**src/rtl/ifu_fetch_pkg.sv**
```systemverilog
// ifu_fetch_pkg: shared configuration constants and FSM encoding for the instruction fetch unit
package ifu_fetch_pkg;
  localparam int unsigned IFU_ISA_WIDTH = 32;
  localparam logic [31:0] IFU_RESET_PC = 32'h8000_0000;
  localparam logic [31:0] IFU_NOP_INST = 32'h0000_0013;
  typedef enum logic [1:0] {
    S_REQ  = 2'd0,
    S_WAIT = 2'd1,
    S_OUT  = 2'd2,
    S_HALT = 2'd3
  } fetch_state_e;
endpackage

```
**src/rtl/ifu_pc.sv**
```systemverilog
// ifu_pc: program counter register with +4 increment, redirect mux and misalignment flag
// Ports: clk/rst (sync, active-low); redirect_valid/redirect_pc load a new pc;
// adv steps pc by 4; pc is the current fetch address; misa marks a misaligned redirect target.
module ifu_pc import ifu_fetch_pkg::*; #(
  parameter int unsigned ISA_WIDTH = IFU_ISA_WIDTH,
  parameter logic [ISA_WIDTH-1:0] RESET_PC = ISA_WIDTH'(IFU_RESET_PC)
) (
  input  logic                 clk,
  input  logic                 rst,
  input  logic                 redirect_valid,
  input  logic [ISA_WIDTH-1:0] redirect_pc,
  input  logic                 adv,
  output logic [ISA_WIDTH-1:0] pc,
  output logic                 misa
);
  logic [ISA_WIDTH-1:0] pc_inc;
  assign pc_inc = pc + ISA_WIDTH'(4);
  // misa belongs to the redirect itself; sequential steps after it are fetched normally
  always_ff @(posedge clk)
    if (!rst) begin
      pc   <= RESET_PC;
      misa <= 1'b0;
    end else if (redirect_valid) begin
      pc   <= redirect_pc;
      misa <= |redirect_pc[1:0];
    end else if (adv) begin
      pc   <= pc_inc;
      misa <= 1'b0;
    end
endmodule

```
**src/rtl/ifu_fetch.sv**
```systemverilog
// ifu_fetch: single-outstanding instruction fetch unit with redirect, fault and halt handling
// Ports: clk/rst (sync, active-low); imem_req_* request handshake to instruction memory;
// imem_rsp_* single-cycle response pulse; inst_* buffered instruction to the decoder;
// redirect_valid/redirect_pc control-flow change; halt stops fetching until reset.
module ifu_fetch import ifu_fetch_pkg::*; #(
  parameter int unsigned ISA_WIDTH = IFU_ISA_WIDTH,
  parameter logic [ISA_WIDTH-1:0] RESET_PC = ISA_WIDTH'(IFU_RESET_PC),
  parameter logic [ISA_WIDTH-1:0] NOP_INST = ISA_WIDTH'(IFU_NOP_INST)
) (
  input  logic                 clk,
  input  logic                 rst,
  output logic                 imem_req_valid,
  input  logic                 imem_req_ready,
  output logic [ISA_WIDTH-1:0] imem_req_addr,
  input  logic                 imem_rsp_valid,
  input  logic [ISA_WIDTH-1:0] imem_rsp_data,
  input  logic                 imem_rsp_err,
  output logic                 inst_valid,
  input  logic                 inst_ready,
  output logic [ISA_WIDTH-1:0] inst,
  output logic [ISA_WIDTH-1:0] inst_pc,
  output logic                 inst_fault,
  input  logic                 redirect_valid,
  input  logic [ISA_WIDTH-1:0] redirect_pc,
  input  logic                 halt
);
  fetch_state_e state_q, state_d;
  logic drop_q, drop_d, halted_q, pc_adv, buf_load, buf_fault, misa;
  logic [ISA_WIDTH-1:0] pc;
  ifu_pc #(.ISA_WIDTH(ISA_WIDTH), .RESET_PC(RESET_PC)) u_pc (
    .clk(clk),
    .rst(rst),
    .redirect_valid(redirect_valid),
    .redirect_pc(redirect_pc),
    .adv(pc_adv),
    .pc(pc),
    .misa(misa)
  );
  assign imem_req_addr = pc;
  assign inst_valid = rst & (state_q == S_OUT) & ~redirect_valid;
  always_ff @(posedge clk)
    if (!rst) state_q <= S_REQ;
    else state_q <= state_d;
  always_ff @(posedge clk)
    if (!rst) begin
      drop_q     <= 1'b0;
      halted_q   <= 1'b0;
      inst       <= '0;
      inst_fault <= 1'b0;
      inst_pc    <= RESET_PC;
    end else begin
      drop_q   <= drop_d;
      halted_q <= halted_q | halt;
      if (buf_load) begin
        inst       <= buf_fault ? NOP_INST : imem_rsp_data;
        inst_fault <= buf_fault;
        inst_pc    <= pc;
      end
    end
  always_comb begin
    state_d        = state_q;
    drop_d         = drop_q;
    imem_req_valid = 1'b0;
    pc_adv         = 1'b0;
    buf_load       = 1'b0;
    buf_fault      = 1'b0;
    unique case (state_q)
      S_REQ: begin
        // a misaligned redirect target never reaches memory; it is turned into a faulted NOP
        imem_req_valid = rst & ~halted_q & ~halt & ~misa;
        if (halted_q) state_d = S_HALT;
        else if (misa && !redirect_valid) begin
          buf_load  = 1'b1;
          buf_fault = 1'b1;
          pc_adv    = 1'b1;
          state_d   = S_OUT;
        end else if (imem_req_valid && imem_req_ready) begin
          // a request accepted alongside a redirect fetched the old path
          drop_d  = redirect_valid;
          state_d = S_WAIT;
        end
      end
      S_WAIT: begin
        if (redirect_valid) drop_d = 1'b1;
        if (imem_rsp_valid) begin
          if (drop_q || redirect_valid) begin
            drop_d  = 1'b0;
            state_d = S_REQ;
          end else begin
            buf_load  = 1'b1;
            buf_fault = imem_rsp_err;
            pc_adv    = 1'b1;
            state_d   = S_OUT;
          end
        end
      end
      S_OUT: begin
        if (redirect_valid) state_d = S_REQ;
        else if (inst_ready) state_d = (halted_q || halt) ? S_HALT : S_REQ;
      end
      S_HALT: state_d = S_HALT;
    endcase
  end
endmodule
```
**config.mk**
```make
export PLATFORM = sky130hd
export DESIGN_NAME = ifu_fetch
export DESIGN_NICKNAME = d
export VERILOG_FILES = /design/src/rtl/ifu_fetch_pkg.sv /design/src/rtl/ifu_pc.sv /design/src/rtl/ifu_fetch.sv
export SDC_FILE = /design/constraint.sdc
export NUM_CORES = 1
export LEC_CHECK = 0
export ABC_AREA = 1
export BUFFER_PORTS_ARGS = -buffer_cell sky130_fd_sc_hd__buf_2
export CAP_MARGIN = 15
export CORE_MARGIN = 2
export CORE_UTILIZATION = 55
export CTS_BUF_LIST = sky130_fd_sc_hd__clkbuf_8
export CTS_CLUSTER_SIZE = 10
export DETAILED_ROUTE_END_ITERATION = 10
export PLACE_DENSITY_LB_ADDON = 0.25
export SYNTH_ARGS = -nofsm -noshare
export SYNTH_HDL_FRONTEND = slang
export SYNTH_SLANG_ARGS = --single-unit
```
**constraint.sdc**
```tcl
create_clock -name clk -period 4.25 [get_ports clk]
set_input_delay 0.85 -clock clk [delete_from_list [all_inputs] [get_ports clk]]
set_output_delay 0.85 -clock clk [all_outputs]
set_load 0.005 [all_outputs]
```
Yosys cells after proc, flatten, opt, wreduce, memory -nomap -nowiden. Cells that the tools add are included.

Bits in registers: 102. Latch bits: 0. Memory bits (writable): 0. Bits in read-only memories: 0. Input bits: 72. Output and inout bits: 99. Logic and storage cells: 69. Memories kept: 0.

$add $sub $neg: 1. $mul: 0. Div/mod/pow operators: 0. Order comparisons: 0. Equality and inequality tests: 9. Shift operators: 0. Muxes and demuxes: 30. Bitwise logic cells: 10. Reduce and logical (&&, ||, !) cells: 11.

Operators by type and width (number): 32-bit two-way mux (3); 32-bit by 3-bit adder with 32-bit output (second input constant) (1); 2-bit two-way mux (8); 1-bit two-way mux (15); 2-bit != test (second input constant) (4); 2-bit one-hot mux with 4 select lines (1); 1-bit one-hot mux with 2 select lines (3); 1-bit AND (5); 2-bit == test (second input constant) (2); 4-bit != test (second input constant) (1); 1-bit NOT (4); 4-bit AND reduction (1); 2-bit nonzero test (2); 3-bit != test (second input constant) (1); 3-bit AND reduction (1); 2-bit by 1-bit == test with 1-bit output (second input constant) (1); 1-bit logical AND (2); 2-bit zero test (1); 1-bit logical OR (2); 2-bit OR reduction (1); 1-bit zero test (1); 1-bit OR (1).

Longest topological paths before layout. Gate-level depths: netlist of the first run.

Word-level depth: 9. Depth in mapped cells: 10. Gate-level depth less buffers: 10.

Cells and area by module. From an unflattened synthesis of the first run, not the netlist that was laid out.

Cells, all modules: 688. Area total of the unflattened synthesis: 4843.4 um^2.

Modules (own cells, without submodules): ifu_fetch (instances 1, cells each 350, area each 2731.4 um^2, seq. area each 1381.3 um^2); ifu_pc (instances 1, cells each 338, area each 2112.0 um^2, seq. area each 660.6 um^2).

Worst setup path after synthesis of the first run. OpenSTA, ideal clock, no wires.

Kind: input to output. From: input port rst. To: output port inst_valid. Arrival time: 1.731 ns. Required time: 3.400 ns. Path slack: 1.669 ns. Stages: 4. Path buffers: 2. Cells stage by stage: clkbuf_1 clkinv_1 clkbuf_1 nor4_1.

Longest elaborated chain between the ends: 2.

Ends and longest elaborated chain: start: declaration (line ifu_fetch.sv:11) `input logic rst,`; 1-bit AND (2 in series) (line ifu_fetch.sv:40) `assign inst_valid = rst & (state_q == S_OUT) & ~redirect_valid;`; end: declaration (line ifu_fetch.sv:18) `output logic inst_valid,`.

Every way passes these cells.

Final worst setup path of the first run. Same ends and word-level chain as after synthesis.

==> results of run 1 <==
power by group through the flow:
stage	registers, mW	clock network (mW)	logic, mW
CTS	1.10	0.708	0.399
global placement	1.12	0	0.382
finish	1.10	0.709	0.400
global route	1.11	0.744	0.448
detailed placement	1.12	0	0.396
floorplan	1.12	0	0.248
cell type report:
cell class                      count  area share (%)
Sequential cell                   102            35.3
Clock inverter                      7            1.78
Inverter                           43            2.79
Timing Repair Buffer              172            15.0
Tap cell                          105            2.27
Multi-Input combinational cell    505            40.7
Clock buffer                        9            2.14
cells in the mapped netlist (all sizes together):
cell and number:
and2 1, o31ai 1, nand3 46, clkbuf 13, nor4 1, a21boi 3
ha 1, nor3 3, xor2 8, nand4 4, nor2 102, dfxtp 102
a31oi 5, nand2 187, o211ai 1, o21ai 45, a22oi 5, buf 21
nand3b 4, inv 42, o21bai 1, a21oi 77, clkinv 1, or2 1
o21a 8, o221ai 1
sequential cells by signal (all words and copies together) (netlist names):
register,count
drop_q,1
halted_q,1
inst,32
inst_fault,1
inst_pc,32
state_q,2
u_pc.misa,1
u_pc.pc,32
metrics by stage:
step | instance area, um^2 | instances | util, % | worst slack [ns] | power [mW]
after floorplan | 4750 | 684 | - | 1.67 | 1.37
after global placement | 5550 | 927 | 66.9 | 1.39 | 1.50
after detailed placement | 5550 | 927 | 66.9 | 1.31 | 1.52
after CTS | 5780 | 943 | 69.6 | 1.40 | 2.21
after global routing | 5780 | 943 | 69.6 | 1.24 | 2.31
final | 5780 | 943 | 69.6 | 1.39 | 2.21
worst max-delay path, cell delays in order:
cell and delay (ns):
buf_2 0.58, clkinv_1 0.21, nor4_1 0.21, buf_2 0.16
routing by layer:
metal  global-route usage, %  routed length [um]  vias to the layer above
li1                        -                   -                     2521
met1                    35.2                5750                     2276
met4                    9.64                 317                        0
met3                    8.53                1130                       27
met5                       0                   0                        -
met2                    47.1                6340                      203
logic make-up after synthesis:
logic type      Yosys count  synth area share (%)
simple gates            349                  30.9
xor+xnor                  8                  1.48
buf+inv                  77                  7.53
fa+ha+maj                 1                 0.263
flops                   102                  43.0
compound gates          147                  16.8
worst min-delay path by stage:
stage	end	startpoint	depth (start not counted)	slack (ns)
final	inst[28]	inst[28]	2	0.47
after global routing	inst[2]	inst[2]	2	0.49
after CTS	inst[28]	inst[28]	2	0.47
after detailed placement	inst[28]	inst[28]	2	0.45
after global placement	inst[28]	inst[28]	2	0.45
after floorplan	inst_pc[2]	inst_pc[2]	2	0.46
==> results.yml, run 1 <==
run_status:
  status: "finished, final reports clean"
setup_path:
  r2r_end: "u_pc.pc[9]"
  reg2regPathDepth: 9
  worstSetupStartpointType: "input pin"
  r2r-start: "state_q[0]"
  cp.arrival_ns: 2.01
  cp-endpoint: "inst_valid"
  end_kind: "output port"
  criticalPathCategory: "input pin to output port"
  crit_path_max_fanout: 46
  startpoint: "rst"
  regToRegSetupSlack_ns: 2.09
  worstPathRequired_ns: 3.40
finish:
  n_fill_cell: 710
  syn_to_final_growth_pct: 21.6
  drive_gt1_share_pct: 24.3
  multi_input_area_mm2: 0.00235
  layout_common_cells: "nand2_1, buf_2, dfxtp_1, nor2_1, a21oi_1"
  antennaDiodeCount: 0
  mostFrequentLayoutCell: "nand2_1"
  fin_nets: 906
  seq_area_mm2: 0.00204
power_and_ir_drop:
  clock_power_share_pct: 32.1
  switchingPower_mw: 0.677
  irDropWorstVdd_v: 0.000216
  internal-power_mw: 1.53
  powerDensity_mw_per_mm2: 383
  combPwrFrac_pct: 18.1
  switching_share_pct: 30.7
  p_leak_nw: 2.69
  p_seq_share_pct: 49.8
yosys:
  synth.distinct_cells: 38
  synth_area_mm2: 0.00475
  synth_seq_cells: 102
  synth_top_area_share_pct: 43.0
  synth_area_leaders: "dfxtp_1, nand2_1, a21oi_1"
  syn_nets: 757
  synth.avg_cell_area_um2: 6.94
  synth_cells: 684
  synth_seq_area_share_pct: 43.0
  yosys_warnings: 0
  synth_area_leader_cell: "dfxtp_1"
floorplan:
  start_util_pct: 57.2
  ios: 171
  die_w_um: 96.9
  core_mm2: 0.00830
  die-area_mm2: 0.00939
  die_h_um: 96.9
  rows: 33
global_route:
  first_global_vias: 4795
  grt_overflow: 0
  grt_first_pass_wirelength_mm: 22.3
  grt_usage_pct: 28.4
  antenna_found_initial: 0
  grt_max_degree: 94
clocking:
  clk_pin_slew_ns: 0.11
  clk_path_buf_depth: 2
  worstSkewPairLatency_ns: 0.38
  cts.sinks: 102
  cts-root-buf: "clkbuf_8"
  h-tree-depth: 3
  numCtsBuffers: 9
  cts_tree: "yes"
  cts_resized: 0
  ctsHoldBuffers: 0
  post_cts_buffers: 0
placed_design:
  place_congestion: 0.894
  portBuffers: 170
  place_hpwl_mm: 9.54
timing:
  setup-tns-final_ns: 0
  skew_ns: 0.0114
  setup_viol: 0
  whs_ns: 0.468
  period_share_pct: 67.3
  rsz0062_at_grt: "no"
  fin_crit_ns: 2.86
  drv_slew: 0
  slew_headroom_pct: 42.2
  max_freq_mhz: 349
  worst_slew_pin_slew_ns: 0.867
  hold_viol_final: 0
routing:
  routed_wl_mm: 13.5
  wl_per_cell_um: 14.4
  drcViolationCount: 0
  firstDrtPassIters: 7
  ant_nets: 0
  viasPerCell: 5.33
  via_count: 5027
  drt_iter0_drc: 313
job:
  cap_violations: 0
min_path:
  hold_path_class: "flop to flop"
Power figures use the tool's default switching activity.
==> inputs of run 2 (changes only) <==
--- a/config.mk
+++ b/config.mk
@@ -5,11 +5,11 @@
 export SDC_FILE = /design/constraint.sdc
 export NUM_CORES = 1
 export LEC_CHECK = 0
-export ABC_AREA = 1
+export ABC_AREA = 0
 export BUFFER_PORTS_ARGS = -buffer_cell sky130_fd_sc_hd__buf_2
 export CAP_MARGIN = 15
 export CORE_MARGIN = 2
-export CORE_UTILIZATION = 55
+export CORE_UTILIZATION = 45
 export CTS_BUF_LIST = sky130_fd_sc_hd__clkbuf_8
 export CTS_CLUSTER_SIZE = 10
 export DETAILED_ROUTE_END_ITERATION = 10
==> constraint.sdc (replaced) <==
create_clock -name clk -period 2.4 [get_ports clk]
set_input_delay 0.48 -clock clk [delete_from_list [all_inputs] [get_ports clk]]
set_output_delay 0.48 -clock clk [all_outputs]
set_load 0.005 [all_outputs]
==> results.yml, run 2 <==
clocking:
  post_cts_buffers: 0
  ctsHoldBuffers: 0
  clk_path_buf_depth: 2
  cts_resized: 0
  h-tree-depth: 3
  cts-root-buf: "clkbuf_8"
  worstSkewPairLatency_ns: 0.36
  cts_tree: "yes"
  numCtsBuffers: 9
  clk_pin_slew_ns: 0.10
  cts.sinks: 102
yosys:
  synth_top_area_share_pct: 47.2
  synth_cells: 520
  synth.avg_cell_area_um2: 8.32
  synth_area_leader_cell: "dfxtp_1"
  synth_area_mm2: 0.00433
  synthArstFlopShare_pct: 0
  synthFlopType: "dfxtp_1"
  synth_seq_area_share_pct: 47.2
  synth_area_leaders: "dfxtp_1, nand2_1, a21oi_1"
  synth.distinct_cells: 54
  synth_seq_cells: 102
  syn_nets: 593
  synth_common_cells: "dfxtp_1, nand2_1, a21oi_1, nor2_1, a22oi_1"
  synth_edf_count: 0
  synth_most_common_cell: "dfxtp_1"
  yosys_warnings: 0
global_route:
  grt_usage_pct: 22.9
  grt_max_degree: 84
  antenna_found_initial: 0
  grt_first_pass_wirelength_mm: 19.1
  grt_overflow: 0
  first_global_vias: 4087
timing:
  rsz0062_at_grt: "no"
  hold_viol_final: 0
  max_freq_mhz: 453
  skew_ns: 0.00952
  slew_headroom_pct: 67.1
  setup_viol: 0
  fin_crit_ns: 2.21
  period_share_pct: 91.9
  worst_slew_pin_slew_ns: 0.487
  drv_slew: 0
  setup-tns-final_ns: 0
  setup_ws_ns: 0.194
floorplan:
  die_w_um: 102
  die-area_mm2: 0.0104
  core_mm2: 0.00928
  ios: 171
  rows: 35
  die_h_um: 102
  start_util_pct: 46.6
power_and_ir_drop:
  switching_share_pct: 27.8
  p_leak_nw: 2.48
  switchingPower_mw: 0.974
  clock_power_share_pct: 31.3
  internal-power_mw: 2.53
  p_seq_share_pct: 52.8
  total_power_mw: 3.50
  powerDensity_mw_per_mm2: 620
  combPwrFrac_pct: 15.9
  irDropWorstVdd_v: 0.000271
placed_design:
  place_congestion: 0.844
  place_ws_ns: 0.0366
  place_hpwl_mm: 8.55
  portBuffers: 170
finish:
  drive_gt1_share_pct: 33.0
  largest_registers: "inst x32, inst_pc x32, u_pc.pc x32"
  fin_nets: 762
  mostFrequentLayoutCell: "buf_2"
  n_fill_cell: 873
  syn_to_final_growth_pct: 30.7
  antennaDiodeCount: 0
  layout_common_cells: "buf_2, dfxtp_1, nand2_1, a21oi_1, nor2_1"
routing:
  ant_nets: 0
  drt_iter0_drc: 157
  via_count: 4515
  drcViolationCount: 0
  routed_wl_mm: 12.1
  wl_per_cell_um: 14.7
  firstDrtPassIters: 5
  viasPerCell: 5.49
setup_path:
  worstPathRequired_ns: 2.69
  cp.arrival_ns: 2.49
  slowest_stage: "or4_1"
  crit_path_max_fanout: 83
  slowest_delay_ns: 0.55
  worstPathCellList: "or4b_4 -> a2bb2oi_4 -> buf_12 -> or4_1 -> a31oi_1"
  worstSetupStartpointType: "flop"
  end_kind: "flop"
  criticalPathCategory: "flop to flop"
run_status:
  status: "finished, final reports clean"
min_path:
  hold_path_class: "input pin to flop"
job:
  cap_violations: 0
==> run 2: power by group through the flow <==
stage / Clock (mW) / Sequential [mW] / Combinational (mW)
finish: 1.10 / 1.85 / 0.558
CTS: 1.13 / 1.85 / 0.559
global route: 1.19 / 1.86 / 0.619
global placement: 0 / 1.88 / 0.544
floorplan: 0 / 1.88 / 0.296
detailed placement: 0 / 1.89 / 0.558
==> run 2: logic make-up after synthesis <==
family | after synthesis | share of synthesized area [%]
compound gates | 142 | 20.7
xor+xnor | 8 | 1.62
fa+ha+maj | 1 | 0.289
buf+inv | 47 | 4.43
flops | 102 | 47.2
mux | 8 | 2.08
simple gates | 212 | 23.6
==> run 2: stage by stage <==
| stage | instance area, um^2 | hold slack (ns) | std cells | utilization [%] |
|---|---|---|---|---|
| 3_5_place_dp | 5450 | 0.441 | 807 | 58.7 |
| 3_3_place_gp | 5450 | 0.434 | 807 | 58.7 |
| 5_1_grt | 5650 | 0.319 | 823 | 60.9 |
| 4_1_cts | 5650 | 0.308 | 823 | 60.9 |
| 2_1_floorplan | 4330 | 0.448 | 520 | - |
| 6_report | 5650 | 0.323 | 823 | 60.9 |
==> run 2: area by class of cell <==
cell class                 count  area (um^2)  share of cell area (%)
clock buffer                  10          138                    2.43
tap                          129          161                    2.86
timing repair buffer         198         1100                    19.4
multi-input combinational    371         2120                    37.6
inverter                       7         26.3                   0.465
sequential                   102         2040                    36.1
clock inverter                 6         62.6                    1.11
==> run 2: worst max-delay path: cells and delay by family, from the launching register on <==
| kind | cells | cell delay, ns |
|---|---|---|
| AO/OA/AOI/OAI | 2 | 0.36 |
| buffers and inverters | 1 | 0.22 |
| flip-flops | 1 | 0.44 |
| AND/OR/NAND/NOR | 2 | 1.07 |
==> run 2: final timing paths <==
path	slack, ns	cells after the start	start	to
min reg2reg	0.45	2	inst_pc[17]	inst_pc[17]
max	0.19	5	u_pc.misa	u_pc.pc[30]
max reg2reg	0.19	5	u_pc.misa	u_pc.pc[30]
min	0.32	2	imem_rsp_valid	state_q[0]
==> run 2: metal layers <==
layer  vias to the layer above  routed length [um]  track usage [%]
li1                       2190                   -                -
met1                      2118                5110             29.1
met2                       196                5780             37.4
met3                        11                1110             7.52
met4                         0                 118             6.56
met5                         -                   0                0
==> inputs of run 3 (changes only) <==
--- a/config.mk
+++ b/config.mk
@@ -9,7 +9,7 @@
 export BUFFER_PORTS_ARGS = -buffer_cell sky130_fd_sc_hd__buf_2
 export CAP_MARGIN = 15
 export CORE_MARGIN = 2
-export CORE_UTILIZATION = 45
+export CORE_UTILIZATION = 35
 export CTS_BUF_LIST = sky130_fd_sc_hd__clkbuf_8
 export CTS_CLUSTER_SIZE = 10
 export DETAILED_ROUTE_END_ITERATION = 10
@@ -17,3 +17,4 @@
 export SYNTH_ARGS = -nofsm -noshare
 export SYNTH_HDL_FRONTEND = slang
 export SYNTH_SLANG_ARGS = --single-unit
+export TNS_END_PERCENT = 10
==> results.yml, run 3 (synthesis gave the netlist of run 2 again) <==
placed_design:
  place_ws_ns: -0.0454
  place_hpwl_mm: 9.29
  portBuffers: 170
  place_congestion: 0.793
floorplan:
  die_h_um: 115
  ios: 171
  die_w_um: 115
  rows: 40
  core_mm2: 0.0121
  start_util_pct: 35.9
  die-area_mm2: 0.0133
setup_path:
  crit_path_max_fanout: 6
  criticalPathCategory: "flop to flop"
  worstPathRequired_ns: 2.70
  worstSetupStartpointType: "flop"
  end_kind: "flop"
  cp.arrival_ns: 2.50
global_route:
  grt_overflow: 0
  grt_max_degree: 33
  grt_first_pass_wirelength_mm: 20.5
  first_global_vias: 4094
  antenna_found_initial: 1
  grt_usage_pct: 19.2
routing:
  ant_nets: 0
  drcViolationCount: 0
  via_count: 4479
  firstDrtPassIters: 4
  routed_wl_mm: 12.9
  wl_per_cell_um: 14.9
  drt_iter0_drc: 173
  viasPerCell: 5.16
finish:
  largest_registers: "inst x32, inst_pc x32, u_pc.pc x32"
  seq_area_mm2: 0.00204
  drive_gt1_share_pct: 33.4
  layout_common_cells: "buf_2, dfxtp_1, nand2_1, a21oi_1, nor2_1"
  mostFrequentLayoutCell: "buf_2"
  n_fill_cell: 1202
  fin_util_pct: 47.9
  antennaDiodeCount: 0
  multi_input_area_mm2: 0.00212
  syn_to_final_growth_pct: 33.4
  fin_nets: 768
timing:
  skew_ns: 0.00774
  setup_viol: 0
  rsz0062_at_grt: "no"
  slew_headroom_pct: 47.7
  period_share_pct: 91.8
  fin_crit_ns: 2.20
  whs_ns: 0.329
  hold_viol_final: 0
  max_freq_mhz: 454
  setup_ws_ns: 0.197
  drv_slew: 0
  worst_slew_pin_slew_ns: 0.781
clocking:
  h-tree-depth: 3
  cts_tree: "yes"
  ctsHoldBuffers: 0
  numCtsBuffers: 9
  cts_resized: 0
  clk_path_buf_depth: 2
  cts-root-buf: "clkbuf_8"
  post_cts_buffers: 0
  cts.sinks: 102
  clk_pin_slew_ns: 0.09
  worstSkewPairLatency_ns: 0.36
run_status:
  status: "finished, final reports clean"
min_path:
  hold_path_class: "input pin to flop"
power_and_ir_drop:
  powerDensity_mw_per_mm2: 642
  p_leak_nw: 2.52
  irDropWorstVdd_v: 0.000256
job:
  cap_violations: 0
-- run 3: changes by cell type in the layout (fill, tap and decap cells not counted) --
cell,delta
buf_4,+7
bufinv_16,+2
buf_12,-1
clkbuf_8,-1
clkinv_2,-1
clkinv_4,-1
clkinvlp_4,-1
inv_1,+1
inv_6,+1
-- run 3: routing by layer --
| layer | up-vias | part of all wire [%] | track usage (%) |
|---|---|---|---|
| met2 | 180 | 47 | 31.6 |
| li1 | 2205 | - | - |
| met4 | 0 | 0.95 | 6.75 |
| met1 | 2086 | 45 | 25.1 |
| met3 | 8 | 7.9 | 3.95 |
| met5 | - | 0 | 0 |
-- run 3: through the flow --
| step | setup TNS (ns) | power, mW | cell area [um^2] | cells |
|---|---|---|---|---|
| global route | 0 | 3.88 | 5770 | 868 |
| finish | 0 | 3.71 | 5770 | 868 |
| CTS | 0 | 3.74 | 5770 | 868 |
| floorplan | 0 | 2.17 | 4330 | 520 |
| detailed placement | -0.0454 | 2.46 | 5530 | 852 |
| global placement | 0 | 2.45 | 5530 | 852 |
-- run 3: path summary, 6_finish.rpt --
path                            depth (start not counted)           start     endpoint  slack, ns
worst max-delay path                                    6      state_q[1]  u_pc.pc[14]       0.20
worst min-delay path                                    2  imem_rsp_valid   state_q[0]       0.33
worst max register to register                          6      state_q[1]  u_pc.pc[14]       0.20
worst min register to register                          2     inst_pc[25]  inst_pc[25]       0.45
-- run 3: layout make-up --
cell class / count / area share, %
Inverter: 7 / 0.455
Sequential cell: 102 / 35.4
Timing Repair Buffer: 204 / 19.6
Multi-Input combinational cell: 371 / 36.8
Clock buffer: 9 / 2.15
Clock inverter: 7 / 1.97
Tap cell: 168 / 3.64
-- run 3: report_power, final --
part	total, mW	leakage, nW	switching (mW)	internal [mW]
logic	0.576	1.57	0.318	0.258
clock network	1.29	0.122	0.596	0.690
registers	1.85	0.831	0.0765	1.77
-- run 3: worst max-delay path, stage by stage, from the launching register on --
cell	delay, ns
dfxtp_1	0.32
or4b_4	0.56
a2bb2oi_4	0.19
buf_4	0.17
nor4_1	0.36
mux2_2	0.39
a21oi_1	0.14
